==> src/rtl/wddl_round_seq.sv <==
`default_nettype none
// ============================================================================
// Module      : wddl_round_seq
// Description : Phase and round sequencer for the WDDL AES datapath.
//               Alternates the dual-rail gate network between precharge
//               (all rails low) and evaluate, counts AES rounds 0..NUM_ROUNDS
//               and strobes the state/key register enable in the last cycle
//               of every evaluate window.
// Ports       : clk           - clock, rising edge
//               rst_n         - asynchronous active-low reset
//               start_i       - start request (sampled only in IDLE)
//               abort_i       - abandon current operation, return to IDLE
//               prech_o       - datapath in precharge
//               eval_o        - datapath evaluating (always ~prech_o)
//               round_o       - current round index
//               first_round_o - round 0 while busy
//               last_round_o  - round NUM_ROUNDS while busy
//               reg_en_o      - state/key register capture strobe
//               busy_o        - operation in progress (PRECH or EVAL)
//               done_o        - one-cycle pulse, result registers valid
// Revision    : 1.0 - initial release
// ============================================================================
module wddl_round_seq #(
    parameter int NUM_ROUNDS  = 10,
    parameter int PRE_CYCLES  = 1,
    parameter int EVAL_CYCLES = 2,
    parameter int CNT_W       = 4
) (
    input  logic             clk,
    input  logic             rst_n,
    input  logic             start_i,
    input  logic             abort_i,
    output logic             prech_o,
    output logic             eval_o,
    output logic [CNT_W-1:0] round_o,
    output logic             first_round_o,
    output logic             last_round_o,
    output logic             reg_en_o,
    output logic             busy_o,
    output logic             done_o
);

    // Phase counter only ever needs to reach the longer of the two phases.
    localparam int c_PH_MAX = (PRE_CYCLES > EVAL_CYCLES) ? PRE_CYCLES : EVAL_CYCLES;
    localparam int c_PH_W   = (c_PH_MAX > 1) ? $clog2(c_PH_MAX) : 1;

    localparam logic [c_PH_W-1:0] c_PRE_LAST  = c_PH_W'(PRE_CYCLES - 1);
    localparam logic [c_PH_W-1:0] c_EVAL_LAST = c_PH_W'(EVAL_CYCLES - 1);
    localparam logic [CNT_W-1:0]  c_LAST_RND  = CNT_W'(NUM_ROUNDS);

    typedef enum logic [1:0] {
        S_IDLE  = 2'd0,
        S_PRECH = 2'd1,
        S_EVAL  = 2'd2,
        S_DONE  = 2'd3
    } state_t;

    state_t              r_state;
    state_t              w_state_nxt;
    logic [CNT_W-1:0]    r_round;
    logic [CNT_W-1:0]    w_round_nxt;
    logic [c_PH_W-1:0]   r_ph_cnt;
    logic [c_PH_W-1:0]   w_ph_nxt;
    logic                w_eval_end;

    // ------------------------------------------------------------------------
    // State register
    // ------------------------------------------------------------------------
    always_ff @(posedge clk or negedge rst_n) begin
        if (!rst_n) begin
            r_state  <= S_IDLE;
            r_round  <= '0;
            r_ph_cnt <= '0;
        end else begin
            r_state  <= w_state_nxt;
            r_round  <= w_round_nxt;
            r_ph_cnt <= w_ph_nxt;
        end
    end

    assign w_eval_end = (r_state == S_EVAL) && (r_ph_cnt == c_EVAL_LAST);

    // ------------------------------------------------------------------------
    // Next-state logic. EVAL always exits into PRECH or DONE, so no two
    // evaluate windows are ever adjacent without a precharge in between.
    // ------------------------------------------------------------------------
    always_comb begin
        w_state_nxt = r_state;
        w_round_nxt = r_round;
        w_ph_nxt    = r_ph_cnt;

        case (r_state)
            S_IDLE: begin
                if (start_i && !abort_i) begin
                    w_state_nxt = S_PRECH;
                    w_round_nxt = '0;
                    w_ph_nxt    = '0;
                end
            end
            S_PRECH: begin
                if (r_ph_cnt == c_PRE_LAST) begin
                    w_state_nxt = S_EVAL;
                    w_ph_nxt    = '0;
                end else begin
                    w_ph_nxt    = r_ph_cnt + 1'b1;
                end
            end
            S_EVAL: begin
                if (w_eval_end) begin
                    w_ph_nxt = '0;
                    if (r_round == c_LAST_RND) begin
                        w_state_nxt = S_DONE;
                    end else begin
                        w_state_nxt = S_PRECH;
                        w_round_nxt = r_round + 1'b1;
                    end
                end else begin
                    w_ph_nxt = r_ph_cnt + 1'b1;
                end
            end
            S_DONE: begin
                // round stays at NUM_ROUNDS until the next start
                w_state_nxt = S_IDLE;
            end
            default: begin
                w_state_nxt = S_IDLE;
                w_round_nxt = '0;
                w_ph_nxt    = '0;
            end
        endcase

        // Abort overrides any phase/round advance.
        if (abort_i && (r_state != S_IDLE)) begin
            w_state_nxt = S_IDLE;
            w_round_nxt = '0;
            w_ph_nxt    = '0;
        end
    end

    // ------------------------------------------------------------------------
    // Outputs: all decoded from registered state so prech_o cannot glitch.
    // reg_en_o alone looks at abort_i so an aborted capture never lands.
    // ------------------------------------------------------------------------
    assign eval_o        = (r_state == S_EVAL);
    assign prech_o       = ~eval_o;
    assign busy_o        = (r_state == S_PRECH) || (r_state == S_EVAL);
    assign round_o       = r_round;
    assign first_round_o = busy_o && (r_round == '0);
    assign last_round_o  = busy_o && (r_round == c_LAST_RND);
    assign done_o        = (r_state == S_DONE);
    assign reg_en_o      = w_eval_end && !abort_i;

endmodule
`default_nettype wire

==> config.mk <==
export PLATFORM = sky130hd
export DESIGN_NAME = wddl_round_seq
export DESIGN_NICKNAME = d
export VERILOG_FILES = /design/src/rtl/wddl_round_seq.sv
export SDC_FILE = /design/constraint.sdc
export NUM_CORES = 1
export LEC_CHECK = 0
export CAP_MARGIN = 20
export CORE_AREA = 2 2 39 41
export CTS_CLUSTER_DIAMETER = 200
export CTS_CLUSTER_SIZE = 24
export DETAILED_ROUTE_END_ITERATION = 8
export DIE_AREA = 0 0 41 43
export GPL_TIMING_DRIVEN = 1
export PLACE_DENSITY = 0.72
export SETUP_SLACK_MARGIN = 0.5
export SYNTH_ARGS = -nofsm -noshare
export SYNTH_HDL_FRONTEND = slang
export SYNTH_SLANG_ARGS = --single-unit
export TNS_END_PERCENT = 10
==> constraint.sdc <==
create_clock -name clk -period 2.95 [get_ports clk]
set_input_delay 0.4425 -clock clk [delete_from_list [all_inputs] [get_ports clk]]
set_output_delay 0.4425 -clock clk [all_outputs]
set_load 0.05 [all_outputs]
==> flow_metrics.tcl, run 1 <==
set metrics [dict create \
    clk_path_buf_depth 2 \
    diodes 0 \
    core-area_sq_um 1380 \
    power_w 0.000744 \
    required_ps 2510 \
    fill_cells 143 \
    finalSetupViolCount 0 \
    yosys.area_share.simple 0.261 \
    htreeDepth 1 \
    layout-drive-gt1-share 0.159 \
    status "finished, final reports clean" \
    synth_fa_ha_area_frac 0.175 \
    startpoint_type "flip-flop" \
    io_pins 15 \
    r2r-start "r_state[0]$_DFFE_PN0P_" \
    r2r.worst_path.cells 7 \
    dieArea_sq_um 1760 \
    avgSynthCellArea_sq_um 8.91 \
    cts_tree "built" \
    async_flop_share 1.00 \
    min_period_over_period 0.858 \
    netlist_top_cells_area "dfrtp_1 (31%), ha_1 (18%), o21ai_0 (7.0%)" \
    syn_nets 76 \
    clock-sinks 7 \
    synthFlopType "dfrtp_1" \
    postRouteAntennaNets 0 \
    grt_usage 0.167 \
    avgViaCountPerCell 5.32 \
    reg2reg_setup_slack_ps 1060 \
    synth.area.mux_share 0.0175 \
    seq_area_sq_um 175 \
    rsz0062_at_grt "yes" \
    die_w_um 41 \
    max_clock_freq_ghz 0.395 \
    cts_root_buf "clkbuf_4" \
    synth-edff-count 0 \
    grt_max_degree 8 \
    max_cap_viol_count 0 \
    cp_max_fo 7 \
    power_density_nw_per_um2 968 \
    utilization 0.555 \
    yosys.area.top_type "dfrtp_1" \
    skew_ps 1.71 \
    ys_types 29 \
    postCtsHoldBufs 0 \
    synth_warnings 0 \
    synth_top_area_frac 0.307 \
    cp-end-kind "output pin" \
    syn_to_final_growth_pct 34.6 \
    path_class "flip-flop to output pin" \
    antenna_found_initial 0 \
    numCtsBuffers 3 \
    synth_top_family_by_area "simple AND/OR/NAND/NOR gates" \
    grt_pass1_wl_um 1880 \
    synth_cells 64 \
    die_h_um 43 \
    ys_ff_latch 7 \
    initial_utilization 0.412 \
    rr_endpoint "round_o[3]$_DFFE_PN0P_" \
    first_pass_iters 4 \
    vias 521 \
    post-dp-hpwl_um 937 \
    grt_overflow 0 \
    multi_input_area_sq_um 383 \
    drc 0 \
    drt_iter0_drc 7 \
    vdd_drop_max_mv 0.435 \
    routedWlPerCell_um 11.8 \
    clock_latency_ps 250 \
    gp_congestion 0.753 \
    fin_crit_ps 2530 \
    nets 95 \
    hold_slack_ps 463 \
    path_clk_slew_ps 50 \
    tightest_slew_ps 703 \
    hold_path_class "primary input to async pin" \
    p_leak_nw 0.351 \
    io_buffer_count 14 \
    setup-tns-final_ps 0 \
    slew_headroom 0.520 \
    synth-seq-area-share 0.307 \
    rows 14 \
    finalHoldViolations 0 \
    route.final.wire_length_um 1160 \
    cp.arrival_ps 2090 \
    synth_commonest_cells "ha_1 (8), o21ai_0 (8), dfrtp_1 (7)" \
    slew_viol_final 0 \
    synth.cell_area_sq_um 571 \
    synthXorXnorAreaFrac 0 \
    synth_compound_area_frac 0.200 \
    grt_pass1_vias 468 \
    post_cts_buffers 0 \
]
==> logic make-up after synthesis <==
logic type,after synthesis
compound gates,18
flops,7
simple gates,24
mux,1
buf+inv,6
fa+ha+maj,8
==> final cells by class <==
class / count / area share
Tap cell: 16 / 0.0261
Clock buffer: 4 / 0.0342
Timing Repair Buffer: 14 / 0.184
Inverter: 6 / 0.0293
Sequential cell: 7 / 0.228
Multi-Input combinational cell: 51 / 0.498
==> routing by layer <==
metal / vias up / part of all wire / GRT usage
met1: 231 / 0.42 / 0.181
met2: 21 / 0.48 / 0.253
met3: 5 / 0.073 / 0.0419
met4: 0 / 0.031 / 0.140
li1: 264 / - / -
met5: - / 0 / 0
==> timing repair <==
item / in CTS / in global routing
endpoints found under the setup margin: 4 / 6
endpoints found under the hold margin: 0 / 0
resized for setup: 1 / 1
==> flip-flops by register name (all words and copies together) (netlist names) <==
name	count
r_ph_cnt	1
r_state	2
round_o	4
==> how the worst max path moves through the flow <==
stage	start	end	slack, ps	depth (start not counted)
global placement	abort_i	reg_en_o	560	3
detailed placement	abort_i	reg_en_o	550	3
CTS	r_state[0]$_DFFE_PN0P_	first_round_o	330	5
floorplan	r_state[0]$_DFFE_PN0P_	reg_en_o	260	4
global route	r_state[0]$_DFFE_PN0P_	last_round_o	320	4
finish	r_state[0]$_DFFE_PN0P_	last_round_o	420	4
==> per-stage QoR <==
stage | cell area [sq um] | std cells | worst slack [ps]
6_report | 768 | 98 | 418
5_1_grt | 768 | 98 | 320
4_1_cts | 766 | 98 | 325
3_5_place_dp | 741 | 94 | 554
3_3_place_gp | 741 | 94 | 559
2_1_floorplan | 581 | 64 | 262
==> layout by cell type (no fill, tap or decap), types with 2 or more instances in the layout <==
master,n
and3_1,2
clkbuf_4,3
or4_1,2
ha_1,8
clkdlybuf4s50_1,12
a21oi_1,2
o21ai_1,3
dfrtp_1,7
o21ai_0,8
and2_1,2
nand2_1,6
inv_1,5
==> power breakdown <==
| group | switching [W] | internal (W) |
|---|---|---|
| registers | 0.0000415 | 0.000122 |
| clock network | 0.0000339 | 0.0000515 |
| logic | 0.000323 | 0.000173 |
| total | 0.000398 | 0.000346 |
==> worst max-delay path: stages, from the launching register on <==
cell             delay (ps)
dfrtp_1                 480
inv_2                   100
ha_1                    340
and2_1                  130
clkdlybuf4s50_1         790
Note: power is estimated with default switching activity, not from simulation.
==> run 2: changes to the inputs <==
--- a/config.mk
+++ b/config.mk
@@ -7,6 +7,7 @@
 export LEC_CHECK = 0
 export CAP_MARGIN = 20
 export CORE_AREA = 2 2 39 41
+export CTS_BUF_LIST = sky130_fd_sc_hd__clkbuf_16
 export CTS_CLUSTER_DIAMETER = 200
 export CTS_CLUSTER_SIZE = 24
 export DETAILED_ROUTE_END_ITERATION = 8
==> flow_metrics.tcl, run 2 (synthesized netlist as in run 1, its figures left out) <==
set metrics [dict create \
    status "finished, final reports clean" \
    clk_path_buf_depth 2 \
    route.final.wire_length_um 1170 \
    io_pins 15 \
    startpoint_type "flip-flop" \
    slowest_stage "clkdlybuf4s50_1" \
    power_density_nw_per_um2 1080 \
    post-dp-hpwl_um 937 \
    wl_met2_um 543 \
    slew_viol_final 0 \
    avgViaCountPerCell 5.22 \
    setup-tns-final_ps 0 \
    htreeDepth 1 \
    final_cells 98 \
    grt_overflow 0 \
    rsz0062_at_grt "yes" \
    numCtsBuffers 3 \
    nets 95 \
    initial_utilization 0.412 \
    syn_to_final_growth_pct 43.9 \
    clock-sinks 7 \
    cp-end-kind "output pin" \
    cp_max_fo 7 \
    layout-drive-gt1-share 0.159 \
    placed_cells 94 \
    fin_crit_ps 2510 \
    path_clk_slew_ps 30 \
    wl_met3_um 96 \
    vias 512 \
    rows 14 \
    max_cap_viol_count 0 \
    first_pass_iters 4 \
    routedWlPerCell_um 11.9 \
    skew_ps 0.843 \
    gp_congestion 0.753 \
    drc 0 \
    cp.arrival_ps 2060 \
    tightest_slew_ps 703 \
    cts_tree "built" \
    grt_pass1_wl_um 1940 \
    io_buffer_count 14 \
    worst_path_largest_cell_delay_ps 790 \
    maxUsedRoutingLayer "met4" \
    finalHoldViolations 0 \
    clock_latency_ps 230 \
    reg2reg_setup_slack_ps 1070 \
    layout_commonest_cell "clkdlybuf4s50_1" \
    setup_slack_ps 444 \
    core-area_sq_um 1380 \
    r2r-start "r_state[0]$_DFFE_PN0P_" \
    cp_top_family "buffers and inverters" \
    met1_length_um 488 \
    dieArea_sq_um 1760 \
    rr_endpoint "round_o[3]$_DFFE_PN0P_" \
    slew_headroom 0.520 \
    diodes 0 \
    grt_pass1_vias 463 \
    cts_root_buf "clkbuf_16" \
    drt_iter0_drc 5 \
    die_h_um 43 \
    antenna_found_initial 0 \
    place_worst_setup_slack_ps 554 \
    largest_reg_flops 4 \
    die_w_um 41 \
    max_clock_freq_ghz 0.399 \
    required_ps 2510 \
    grt_usage 0.175 \
    path_class "flip-flop to output pin" \
    power_w 0.000884 \
    path_buf_inv 2 \
    r2r.worst_path.cells 7 \
    hold_path_class "primary input to async pin" \
    fill_cells 137 \
    min_period_over_period 0.849 \
    layout_common_cells "clkdlybuf4s50_1 (12), o21ai_0 (8), ha_1 (8)" \
    finalSetupViolCount 0 \
    grt_max_degree 8 \
    postRouteAntennaNets 0 \
    worstPathCellList "inv_2 -> ha_1 -> and2_1 -> clkdlybuf4s50_1" \
    p_leak_nw 0.378 \
    vdd_drop_max_mv 0.531 \
]
-- run 2: timing repair --
action,in CTS,in global routing
gates resized for setup,1,1
setup endpoints to repair,4,5
hold buffers,0,0
buffers inserted,0,0
-- run 2: area by class of cell --
cell class	count	area, sq um	area share
Clock inverter	1	3.75	0.00457
Clock buffer	3	75.1	0.0915
Multi-Input combinational cell	51	383	0.466
Timing Repair Buffer	14	141	0.172
Sequential cell	7	175	0.213
Tap cell	16	20.0	0.0244
Inverter	6	22.5	0.0274
-- run 2: worst max path at each step --
stage,start,endpoint,slack (ps),cells past startpoint
after floorplan,r_state[0]$_DFFE_PN0P_,reg_en_o,260,4
after CTS,r_state[0]$_DFFE_PN0P_,first_round_o,350,5
final,r_state[0]$_DFFE_PN0P_,last_round_o,440,4
after global placement,abort_i,reg_en_o,560,3
after detailed placement,abort_i,reg_en_o,550,3
after global routing,r_state[0]$_DFFE_PN0P_,last_round_o,350,4
-- run 2: power breakdown --
part	internal [W]	leakage [nW]	switching [W]
Combinational	0.000173	0.241	0.000323
Clock	0.000176	0.0423	0.0000493
Sequential	0.000122	0.0947	0.0000407
Total	0.000471	0.378	0.000413
-- run 2: worst register-to-register path: stages (launching register included) --
cell      delay (ps)
dfrtp_1          470
inv_2            110
ha_1             280
nor2b_2          200
o21bai_2         120
a22oi_2          100
or4_1            490
nand2_1           70
-- run 2: metrics by stage --
stage / utilization / hold WS [ps] / cell area, sq um
after floorplan: - / 147 / 581
after detailed placement: 0.535 / 544 / 741
final: 0.593 / 488 / 821
after global placement: 0.535 / 542 / 741
after global routing: 0.593 / 505 / 821
after CTS: 0.591 / 494 / 818
-- run 2: routing by layer --
layer	GRT usage	vias to the layer above
met1	0.184	225
met2	0.256	19
met5	0	-
met3	0.0733	5
li1	-	263
met4	0.140	0
==> run 3: changes to the inputs <==
--- a/config.mk
+++ b/config.mk
@@ -6,12 +6,12 @@
 export NUM_CORES = 1
 export LEC_CHECK = 0
 export CAP_MARGIN = 20
-export CORE_AREA = 2 2 39 41
+export CORE_MARGIN = 2
+export CORE_UTILIZATION = 41
 export CTS_BUF_LIST = sky130_fd_sc_hd__clkbuf_16
 export CTS_CLUSTER_DIAMETER = 200
 export CTS_CLUSTER_SIZE = 24
 export DETAILED_ROUTE_END_ITERATION = 8
-export DIE_AREA = 0 0 41 43
 export GPL_TIMING_DRIVEN = 1
 export PLACE_DENSITY = 0.72
 export SETUP_SLACK_MARGIN = 0.5
==> constraint.sdc (replaced) <==
create_clock -name clk -period 2.1 [get_ports clk]
set_input_delay 0.315 -clock clk [delete_from_list [all_inputs] [get_ports clk]]
set_output_delay 0.315 -clock clk [all_outputs]
set_load 0.05 [all_outputs]
==> flow_metrics.tcl, run 3 (synthesized netlist as in run 1, its figures left out) <==
set metrics [dict create \
    grt_pass1_vias 515 \
    setup-tns-final_ps 0 \
    switchingPower_w 0.000664 \
    clock_latency_ps 230 \
    power_frac_seq 0.160 \
    grt_usage 0.187 \
    max_cap_viol_count 0 \
    required_ps 1780 \
    path_class "flip-flop to output pin" \
    io_buffer_count 14 \
    switching_share 0.449 \
    slowest_stage "clkdlybuf4s50_1" \
    route.final.wire_length_um 1310 \
    fin_crit_ps 1820 \
    numCtsBuffers 3 \
    worst_path_largest_cell_delay_ps 840 \
    io_pins 15 \
    cp.arrival_ps 1500 \
    path_buf_inv 1 \
    drc 0 \
    finalHoldViolations 0 \
    skew_ps 0.278 \
    power_frac_comb 0.623 \
    hold_slack_ps 336 \
    gp_congestion 0.771 \
    min_period_over_period 0.865 \
    cts_root_buf "clkbuf_16" \
    p_clk_frac 0.218 \
    layout-drive-gt1-share 0.333 \
    die_w_um 41.3 \
    layout_commonest_cell "o21ai_0" \
    cp-end-kind "output pin" \
    syn_to_final_growth_pct 62.9 \
    startpoint_type "flip-flop" \
    routedWlPerCell_um 13.2 \
    largest_reg_flops 4 \
    internal_power_w 0.000815 \
    nets 97 \
    seq_area_sq_um 178 \
    core-area_sq_um 1300 \
    drt_iter0_drc 3 \
    stdcell_area_sq_um 930 \
    cp_top_family "buffers and inverters" \
    slew_viol_final 0 \
    grt_overflow 0 \
    antenna_found_initial 0 \
    rows 13 \
    status "finished, final reports clean" \
    die_h_um 41.3 \
    slew_headroom 0.665 \
    worstPathCellList "clkdlybuf4s50_1" \
    tightest_slew_ps 490 \
    rsz0062_at_grt "yes" \
    diodes 0 \
    multi_input_area_sq_um 433 \
    initial_utilization 0.438 \
    clock-sinks 7 \
    vias 538 \
    first_pass_iters 4 \
    htreeDepth 1 \
    grt_max_degree 8 \
    vdd_drop_max_mv 1.25 \
    cp_max_fo 6 \
    finalSetupViolCount 0 \
    grt_pass1_wl_um 2060 \
    fill_cells 88 \
    p_leak_nw 0.426 \
    cts_tree "built" \
    layout_common_cells "o21ai_0 (8), nand2_1 (6), ha_1 (5), clkdlybuf4s50_1 (5), dfrtp_1 (5)" \
    avgViaCountPerCell 5.43 \
    clk_path_buf_depth 2 \
    postRouteAntennaNets 0 \
    path_clk_slew_ps 40 \
    power_density_nw_per_um2 1590 \
    dieArea_sq_um 1710 \
    max_clock_freq_ghz 0.551 \
    place_area_sq_um 803 \
    hold_path_class "primary input to async pin" \
]
==> run 3: cell types whose count changed in the layout (fill, tap and decap cells not counted), moves of 3 or more <==
| cell | before | now |
|---|---|---|
| clkdlybuf4s50_1 | 12 | 5 |
| buf_12 | 0 | 4 |
| buf_4 | 0 | 4 |
| ha_1 | 8 | 5 |
| ha_4 | 0 | 3 |
==> run 3: metrics by stage <==
stage	cells	utilization	setup WS (ps)	power [W]
floorplan	64	-	48.3	0.000781
global placement	93	0.617	203	0.00105
detailed placement	93	0.617	191	0.00107
CTS	97	0.689	232	0.00142
global route	99	0.714	218	0.00156
finish	99	0.714	284	0.00148
==> run 3: what timing repair did <==
item                       4_1_cts  5_1_grt
gates resized for setup          6        5
hold endpoints to repair         0        0
hold buffers                     0        0
setup buffers                    0        2
setup endpoints to repair       17       17
==> run 3: path summary, 6_finish.rpt <==
| kind | from | end | slack, ps | depth (start not counted) |
|---|---|---|---|---|
| min in group clk | r_state[1]$_DFFE_PN0P_ | r_state[1]$_DFFE_PN0P_ | 550 | 1 |
| max reg2reg | r_state[0]$_DFFE_PN0P_ | round_o[3]$_DFFE_PN0P_ | 350 | 7 |
| max | round_o[0]$_DFFE_PN0P_ | round_o[0] | 280 | 1 |
| max in group asynchronous | rst_n | r_state[1]$_DFFE_PN0P_ | 1510 | 1 |
| min reg2reg | r_state[1]$_DFFE_PN0P_ | r_state[1]$_DFFE_PN0P_ | 550 | 1 |
| min | rst_n | round_o[0]$_DFFE_PN0P_ | 340 | 1 |
==> run 3: layout make-up <==
| cell class | instances | area share |
|---|---|---|
| clock inverters | 1 | 0.00404 |
| flip-flops and latches | 7 | 0.191 |
| well taps | 15 | 0.0202 |
| clock buffers | 3 | 0.0808 |
| repair buffers | 16 | 0.205 |
| inverters | 6 | 0.0336 |
| multi-input cells | 51 | 0.466 |
==> run 3: power groups by stage <==
stage               Sequential (W)  Clock, W  Combinational, W
floorplan                 0.000262         0          0.000519
global placement          0.000236         0          0.000817
detailed placement        0.000237         0          0.000830
CTS                       0.000243  0.000321          0.000861
global route              0.000241  0.000331          0.000987
finish                    0.000236  0.000322          0.000921
==> run 3: metal layers <==
metal  wire length [um]  GRT usage
met1                584      0.221
met3                 60     0.0266
met5                  0          0
met4                 37      0.161
met2                627      0.293
